`src/rtl/arb_pkg.sv`:
```
// arb_pkg: shared state type and one-hot helpers for the grant-hold stage.
package arb_pkg;
    typedef enum logic {IDLE, HOLD} state_t;
    localparam int MAX_N = 64;
    localparam int DEF_N = 8;
    localparam int DEF_IDX_W = $clog2(DEF_N);
    function automatic logic is_onehot0(logic [MAX_N-1:0] v);
        return (v & (v - MAX_N'(1))) == '0;
    endfunction
    // v holds an [0:n-1] vector zero-extended, so index i sits at bit n-1-i
    function automatic int onehot_idx(logic [MAX_N-1:0] v, int n);
        int idx = 0;
        for (int i = 0; i < MAX_N; i++)
            if (i < n && v[n-1-i]) idx |= i;
        return idx;
    endfunction
endpackage

```
`src/rtl/arb_onehot_enc.sv`:
```
// arb_onehot_enc: one-hot to index encoder, bit 0 leftmost; zero input gives 0.
module arb_onehot_enc
    import arb_pkg::*;
#(
    parameter int N = DEF_N,
    parameter int W = $clog2(N)
) (
    input  logic [0:N-1]  vec,
    output logic [W-1:0]  idx
);
    assign idx = W'(onehot_idx(MAX_N'(vec), N));
endmodule

```
`src/rtl/arbiter_grant_hold.sv`:
```
// arbiter_grant_hold: registers the arbiter grant, holds it while the owner requests,
// force-releases after MAXHOLD cycles and masks that owner for one round.
module arbiter_grant_hold
    import arb_pkg::*;
#(
    parameter int N = 8,
    parameter int MAXHOLD = 16
) (
    input  logic                 clk,
    input  logic                 rst,
    input  logic [0:N-1]         r,
    output logic [0:N-1]         r_arb,
    input  logic [0:N-1]         g_arb,
    output logic [0:N-1]         gnt,
    output logic                 gnt_valid,
    output logic [$clog2(N)-1:0] gnt_idx,
    output logic                 expired,
    output logic                 err
);
    localparam int IW = $clog2(N);
    localparam int CW = $clog2(MAXHOLD + 1);
    state_t         state, state_n;
    logic [0:N-1]   mask, mask_n, gnt_n;
    logic [CW-1:0]  cnt, cnt_n;
    logic [IW-1:0]  idx_enc, idx_n;
    logic           expired_n, err_n, legal;
    assign r_arb = r & ~mask;
    assign gnt_valid = |gnt;
    assign legal = is_onehot0(MAX_N'(g_arb)) && ((g_arb & ~r_arb) == '0);
    arb_onehot_enc #(.N(N), .W(IW)) u_enc (.vec(g_arb), .idx(idx_enc));
    always_comb begin
        state_n = state;
        gnt_n = gnt;
        idx_n = gnt_idx;
        cnt_n = cnt;
        mask_n = mask;
        expired_n = 1'b0;
        err_n = err;
        if (state == IDLE) begin
            if (r_arb == '0) mask_n = '0;
            if (!legal) err_n = 1'b1;
            else if (|g_arb) begin
                gnt_n = g_arb;
                idx_n = idx_enc;
                cnt_n = CW'(1);
                mask_n = '0;
                state_n = HOLD;
            end
        end else if (!(|(r & gnt))) begin
            gnt_n = '0;
            idx_n = '0;
            cnt_n = '0;
            state_n = IDLE;
        end else if (cnt < CW'(MAXHOLD)) begin
            cnt_n = cnt + CW'(1);
        end else begin
            // burst limit reached: hide this owner until the next round
            gnt_n = '0;
            idx_n = '0;
            cnt_n = '0;
            mask_n = gnt;
            expired_n = 1'b1;
            state_n = IDLE;
        end
    end
    always_ff @(posedge clk) begin
        if (rst) begin
            state <= IDLE;
            gnt <= '0;
            gnt_idx <= '0;
            cnt <= '0;
            mask <= '0;
            expired <= 1'b0;
            err <= 1'b0;
        end else begin
            state <= state_n;
            gnt <= gnt_n;
            gnt_idx <= idx_n;
            cnt <= cnt_n;
            mask <= mask_n;
            expired <= expired_n;
            err <= err_n;
        end
    end
endmodule

```
`config.mk`:
```
export PLATFORM = sky130hd
export DESIGN_NAME = arbiter_grant_hold
export DESIGN_NICKNAME = d
export VERILOG_FILES = /design/src/rtl/arb_pkg.sv /design/src/rtl/arb_onehot_enc.sv /design/src/rtl/arbiter_grant_hold.sv
export SDC_FILE = /design/constraint.sdc
export NUM_CORES = 1
export LEC_CHECK = 0
export CAP_MARGIN = 20
export CORE_MARGIN = 4
export CORE_UTILIZATION = 44
export DETAILED_ROUTE_END_ITERATION = 10
export PLACE_DENSITY = 0.77
export SLEW_MARGIN = 10
export SYNTH_ARGS = -nofsm -noshare
export SYNTH_HDL_FRONTEND = slang
export SYNTH_SLANG_ARGS = --single-unit
```
`constraint.sdc`:
```
create_clock -name clk -period 3.3 [get_ports clk]
set_input_delay 0.825 -clock clk [delete_from_list [all_inputs] [get_ports clk]]
set_output_delay 0.825 -clock clk [all_outputs]
set_load 0.005 [all_outputs]
```
== After elaboration in Yosys (flattened, before gate mapping) ==
Index checks and enable logic that the tools add are counted.

* Bitwise operators: 9
* Equality and inequality tests: 3
* Add/subtract/negate cells: 2
* Muxes and demuxes: 34
* Reduce and logical (&&, ||, !) cells: 14
* Order comparisons: 1

{| class="wikitable"
|+ Operators with widths
! kind !! count
|-
| $mux W8 || 11
|-
| $and A8 B64 Y64 || 1
|-
| $logic_not A64 Y1 || 1
|-
| $mux W3 || 9
|-
| $mux W5 || 5
|-
| $and A8 B8 Y8 || 3
|-
| $reduce_or A8 Y1 || 3
|-
| $logic_not A8 Y1 || 2
|-
| $not A8 Y8 || 2
|-
| $sub A8 B1 Y9 const B || 1
|-
| $mux W1 || 7
|-
| $reduce_and A2 Y1 || 3
|-
| $add A5 B1 Y5 const B || 1
|-
| $lt A5 B5 Y1 const B || 1
|-
| $mux W2 || 2
|-
| $reduce_bool A2 Y1 || 2
|-
| $ne A3 B3 Y1 const B || 1
|-
| $not A1 Y1 || 3
|-
| $reduce_and A3 Y1 || 1
|-
| $reduce_or A3 Y1 || 1
|-
| $ne A2 B1 Y1 const B || 1
|-
| $ne A2 B2 Y1 const B || 1
|-
| $logic_and A1 B1 Y1 || 1
|}

* Word-level logic and storage cells: 70
* Input port bits: 18
* Output and inout port bits: 22
* Flip-flop bits (word level): 27

== Depth between registers and ports, before layout ==
Gate-level depths: netlist of run 1.

* Depth in word-level cells: 10
* Gate-level depth with buffers: 8
* Gate-level depth less buffers: 6

== Modules after synthesis ==
A second synthesis of run 1 with hierarchy kept.

* Cell total of the unflattened synthesis: 159
* Area, all modules: 1433.9 µm²

{| class="wikitable"
|+ Modules (own cells, without submodules)
! module !! area each (µm²) !! seq. area each (µm²) !! cells an instance !! times used
|-
| arbiter_grant_hold || 1411.4 || 540.5 || 156 || 1
|-
| arb_onehot_enc || 22.5 || 0.0 || 3 || 1
|}

== Worst setup path before layout of run 1 ==
No wires, ideal clock.

* Path type: input-to-reg
* Start: input port g_arb[5] in the netlist's numbering
* End: register gnt_idx[1]
* Buffers on the path: 1
* Library setup time: 0.117 ns
* Path slack: 0.599 ns
* Cell stages on the path: 7
* Arrival: 2.584 ns
* Required time: 3.183 ns
* Cell sequence: or4b_1 -> a222oi_1 -> o21ai_1 -> nor3_4 -> o21ai_1 -> buf_4 -> a22o_1

* Longest elaborated chain between the ends: 6
* Elaborated cells on any way between the ends: 10
* Those cells by class: add/sub: 1; bitwise: 2; reduce/logical: 7

{| class="wikitable"
|+ RTL lines
! what !! RTL line !! RTL
|-
| start, declared || arbiter_grant_hold.sv:13 || <nowiki>input logic [0:N-1] g_arb,</nowiki>
|-
| $sub A8 B1 Y9 || arb_pkg.sv:8 || <nowiki>return (v & (v - MAX_N'(1))) == '0;</nowiki>
|-
| $and A8 B64 Y64 || arb_pkg.sv:8 ||
|-
| $logic_not A64 Y1 || arb_pkg.sv:8 ||
|-
| $logic_and A1 B1 Y1 || arbiter_grant_hold.sv:29 || <nowiki>assign legal = is_onehot0(MAX_N'(g_arb)) && ((g_arb & ~r_arb) == '0);</nowiki>
|-
| $reduce_bool A2 Y1 (no line) || -- ||
|-
| $reduce_and A3 Y1 (no line) * || -- ||
|-
| end signal, assigned || arbiter_grant_hold.sv:78 || <nowiki>gnt_idx <= idx_n;</nowiki>
|-
| end, declared || arbiter_grant_hold.sv:16 || <nowiki>output logic [$clog2(N)-1:0] gnt_idx,</nowiki>
|}

Mark *: on every way between the ends. The rest lies on a longest branch, timed or not.
A chain may end at the register's enable or synchronous reset.

== Final worst setup path of run 1 ==
* Start: input port r[2] in the netlist's numbering
* End: output port r_arb[2] in the netlist's numbering

* Longest elaborated chain between the ends: 1

{| class="wikitable"
|+ RTL lines
! what !! RTL line !! RTL
|-
| start, declared || arbiter_grant_hold.sv:11 || <nowiki>input logic [0:N-1] r,</nowiki>
|-
| $and A8 B8 Y8 || arbiter_grant_hold.sv:27 || <nowiki>assign r_arb = r & ~mask;</nowiki>
|-
| end, declared || arbiter_grant_hold.sv:12 || <nowiki>output logic [0:N-1] r_arb,</nowiki>
|}

Every way passes these cells.

==> impl_metrics.json, run 1 <==
{
  "setup_viol": 0,
  "wl_per_cell_um": 16.6,
  "die-area_um2": 3650,
  "hp-start": "mask[1]$_SDFFE_PP0P_",
  "cts_setup_buffers": 0,
  "ys.flop_type": "dfxtp_1",
  "grt_max_degree": 15,
  "whs_ns": 0.500,
  "cts.htree.levels": 1,
  "hold_viol_final": 0,
  "syn_nets": 144,
  "dp_hpwl_um": 2620,
  "ff2ff_setup_slack_ns": 0.98,
  "root_buffer": "clkbuf_4",
  "clockBufferDepth": 2,
  "clock_sinks": 27,
  "postSynthCellCount": 125,
  "crit_start": "r[2]",
  "first_pass_iters": 4,
  "clkTransAtPathRegs_ns": 0.13,
  "fin_crit_ns": 3.01,
  "numCtsBuffers": 3,
  "dp_cells": 198,
  "coreArea_um2": 2540,
  "start_util_pct": 47.5,
  "synth-seq-cells": 27,
  "ios": 40,
  "cap_violations": 0,
  "drt_iter0_drc": 46,
  "globalRoute.totalOverflow": 0,
  "p_leak_uw": 0.000648,
  "power.density_nw_per_um2": 319,
  "max_freq_ghz": 0.332,
  "setup_tns_ns": 0,
  "synth_cell_types": 35,
  "status": "complete, no violations",
  "r2r_start": "mask[5]$_SDFFE_PP0P_",
  "synth_area_per_cell_um2": 9.67,
  "synth_top_area_cell": "dfxtp_1",
  "antennaDiodeCount": 0,
  "grt.total_usage_pct": 20.4,
  "grt_pass1_vias": 1211,
  "numPortBuffers": 39,
  "fillers": 220,
  "final_cells": 202,
  "grt_pass1_wl_um": 5660,
  "wirelength_um": 3360,
  "slew_headroom_pct": 47.5,
  "timing.critical_path.arrival_ns": 2.19,
  "rows": 18,
  "hp-class": "flop to flop",
  "fin_crit_sh_pct": 91.4,
  "antenna_found_initial": 0,
  "power_uw": 543,
  "area_growth_pct": 40.7,
  "cp_max_fo": 3,
  "drcViolationCount": 0,
  "critPathRequiredTime_ns": 2.47,
  "vias": 1195,
  "ant_nets": 0,
  "post_cts_resized": 0,
  "peakVddDrop_mv": 0.222,
  "synth.top_cells.by_area": "dfxtp_1, a22o_1, nor2b_1",
  "cts_tree": "built",
  "slew_violations": 0,
  "via_per_inst": 5.92,
  "crit_path_start_kind": "input pin",
  "clock_skew_ns": 0.00457,
  "clkLatencyLatePin_ns": 0.31,
  "synth-edff-count": 0,
  "path_class": "input pin to output port",
  "yosysTopAreaCellShare_pct": 44.7,
  "synth_area_um2": 1210,
  "die_y_um": 60.4,
  "die_w_um": 60.4,
  "rsz0062_at_grt": "no",
  "drive_gt1_share_pct": 8.72,
  "place_congestion": 0.910,
  "cp-end-kind": "output port",
  "ys_warn_count": 0,
  "nets": 192,
  "cts_hold_buf": 0,
  "ys_seq_area_share_pct": 44.7,
  "ys_async_sr_fraction_pct": 0,
  "worst_pin_slew_ns": 0.783
}
## synthesized netlist by cell type, drive strengths merged, types with 4 or more instances
master	n
nor2	11
nand2	4
dfxtp	27
o21ai	4
a22o	19
inv	6
nor4	5
a22oi	4
nor2b	9
a21oi	5
## power by group
part           total [µW]  internal (µW)  switching, µW  leakage [µW]
clock                 137           47.1           90.2     0.0000150
combinational        77.4           42.9           34.5      0.000415
sequential            328            327          0.949      0.000218
## critical path: stages
cell	delay [ns]
clkdlybuf4s50_1	0.47
nor2b_1	0.33
clkdlybuf4s50_1	0.57
## cell type report
class | count | area, µm² | area share (%)
Inverter | 6 | 22.5 | 1.32
Multi-Input combinational cell | 89 | 631 | 37.1
Timing Repair Buffer | 46 | 443 | 26.0
Clock buffer | 4 | 26.3 | 1.55
Sequential cell | 27 | 541 | 31.8
Tap cell | 30 | 37.5 | 2.21
## logic make-up (layout without fill, tap and decap cells)
| kind of cell | after synthesis | count (layout) | synth area share (%) |
|---|---|---|---|
| simple gates | 43 | 43 | 21.9 |
| compound gates | 42 | 42 | 26.9 |
| flops | 27 | 27 | 44.7 |
| buf+inv | 9 | 56 | 3.11 |
| xor+xnor | 2 | 2 | 1.45 |
| fa+ha+maj | 1 | 1 | 1.04 |
| mux | 1 | 1 | 0.828 |
## metal layers
metal	vias to the layer above	global-route usage, %	routed length [µm]
li1	578	-	-
met2	48	32.6	1540
met5	-	0	0
met3	8	2.98	276
met1	561	29.0	1490
met4	0	5.26	49
## cell usage in the layout (no fill, tap or decap), types with 2 or more instances in the layout
master | synthesis | routed
buf_4 | 1 | 7
a22o_1 | 19 | 19
xor2_1 | 2 | 2
o2bb2ai_1 | 2 | 2
inv_1 | 6 | 6
dfxtp_1 | 27 | 27
clkdlybuf4s50_1 | 0 | 39
clkbuf_4 | 0 | 3
o22ai_1 | 2 | 2
nand2_1 | 4 | 4
a22oi_1 | 4 | 4
o21ai_1 | 2 | 2
nand3_1 | 2 | 2
or4_1 | 2 | 2
nor2_1 | 11 | 11
nor2b_1 | 9 | 9
or3b_2 | 2 | 2
o21ai_0 | 2 | 2
nor4_1 | 4 | 4
a21oi_1 | 5 | 5
or3_1 | 2 | 2
## per-stage QoR
| stage | setup WS (ns) | cell area (µm²) | utilization, % |
|---|---|---|---|
| after floorplan | 0.599 | 1210 | - |
| after global placement | 0.0167 | 1670 | 65.8 |
| after detailed placement | -0.0136 | 1670 | 65.8 |
| after CTS | 0.317 | 1700 | 66.8 |
| after global routing | 0.159 | 1700 | 66.8 |
| final | 0.285 | 1700 | 66.8 |
## flip-flops by register name, indices dropped and copies added (netlist names)
name,cells
mask,8
cnt,5
expired,1
state,1
gnt_idx,3
err,1
gnt,8
## path summary, 6_finish.rpt
check | end | depth (start not counted)
worst max-delay path | r_arb[2] | 3
worst min-delay path | mask[1]$_SDFFE_PP0P_ | 1
worst max register to register | gnt_idx[0]$_SDFFE_PP0P_ | 6
worst min register to register | mask[1]$_SDFFE_PP0P_ | 1
Power figures use the tool's default switching activity.
==> run 2: changes to the inputs <==
- SETUP_SLACK_MARGIN: not set -> 0.05
==> results of run 2 <==
The final DEF is identical to that of run 1; final timing and power are the same.
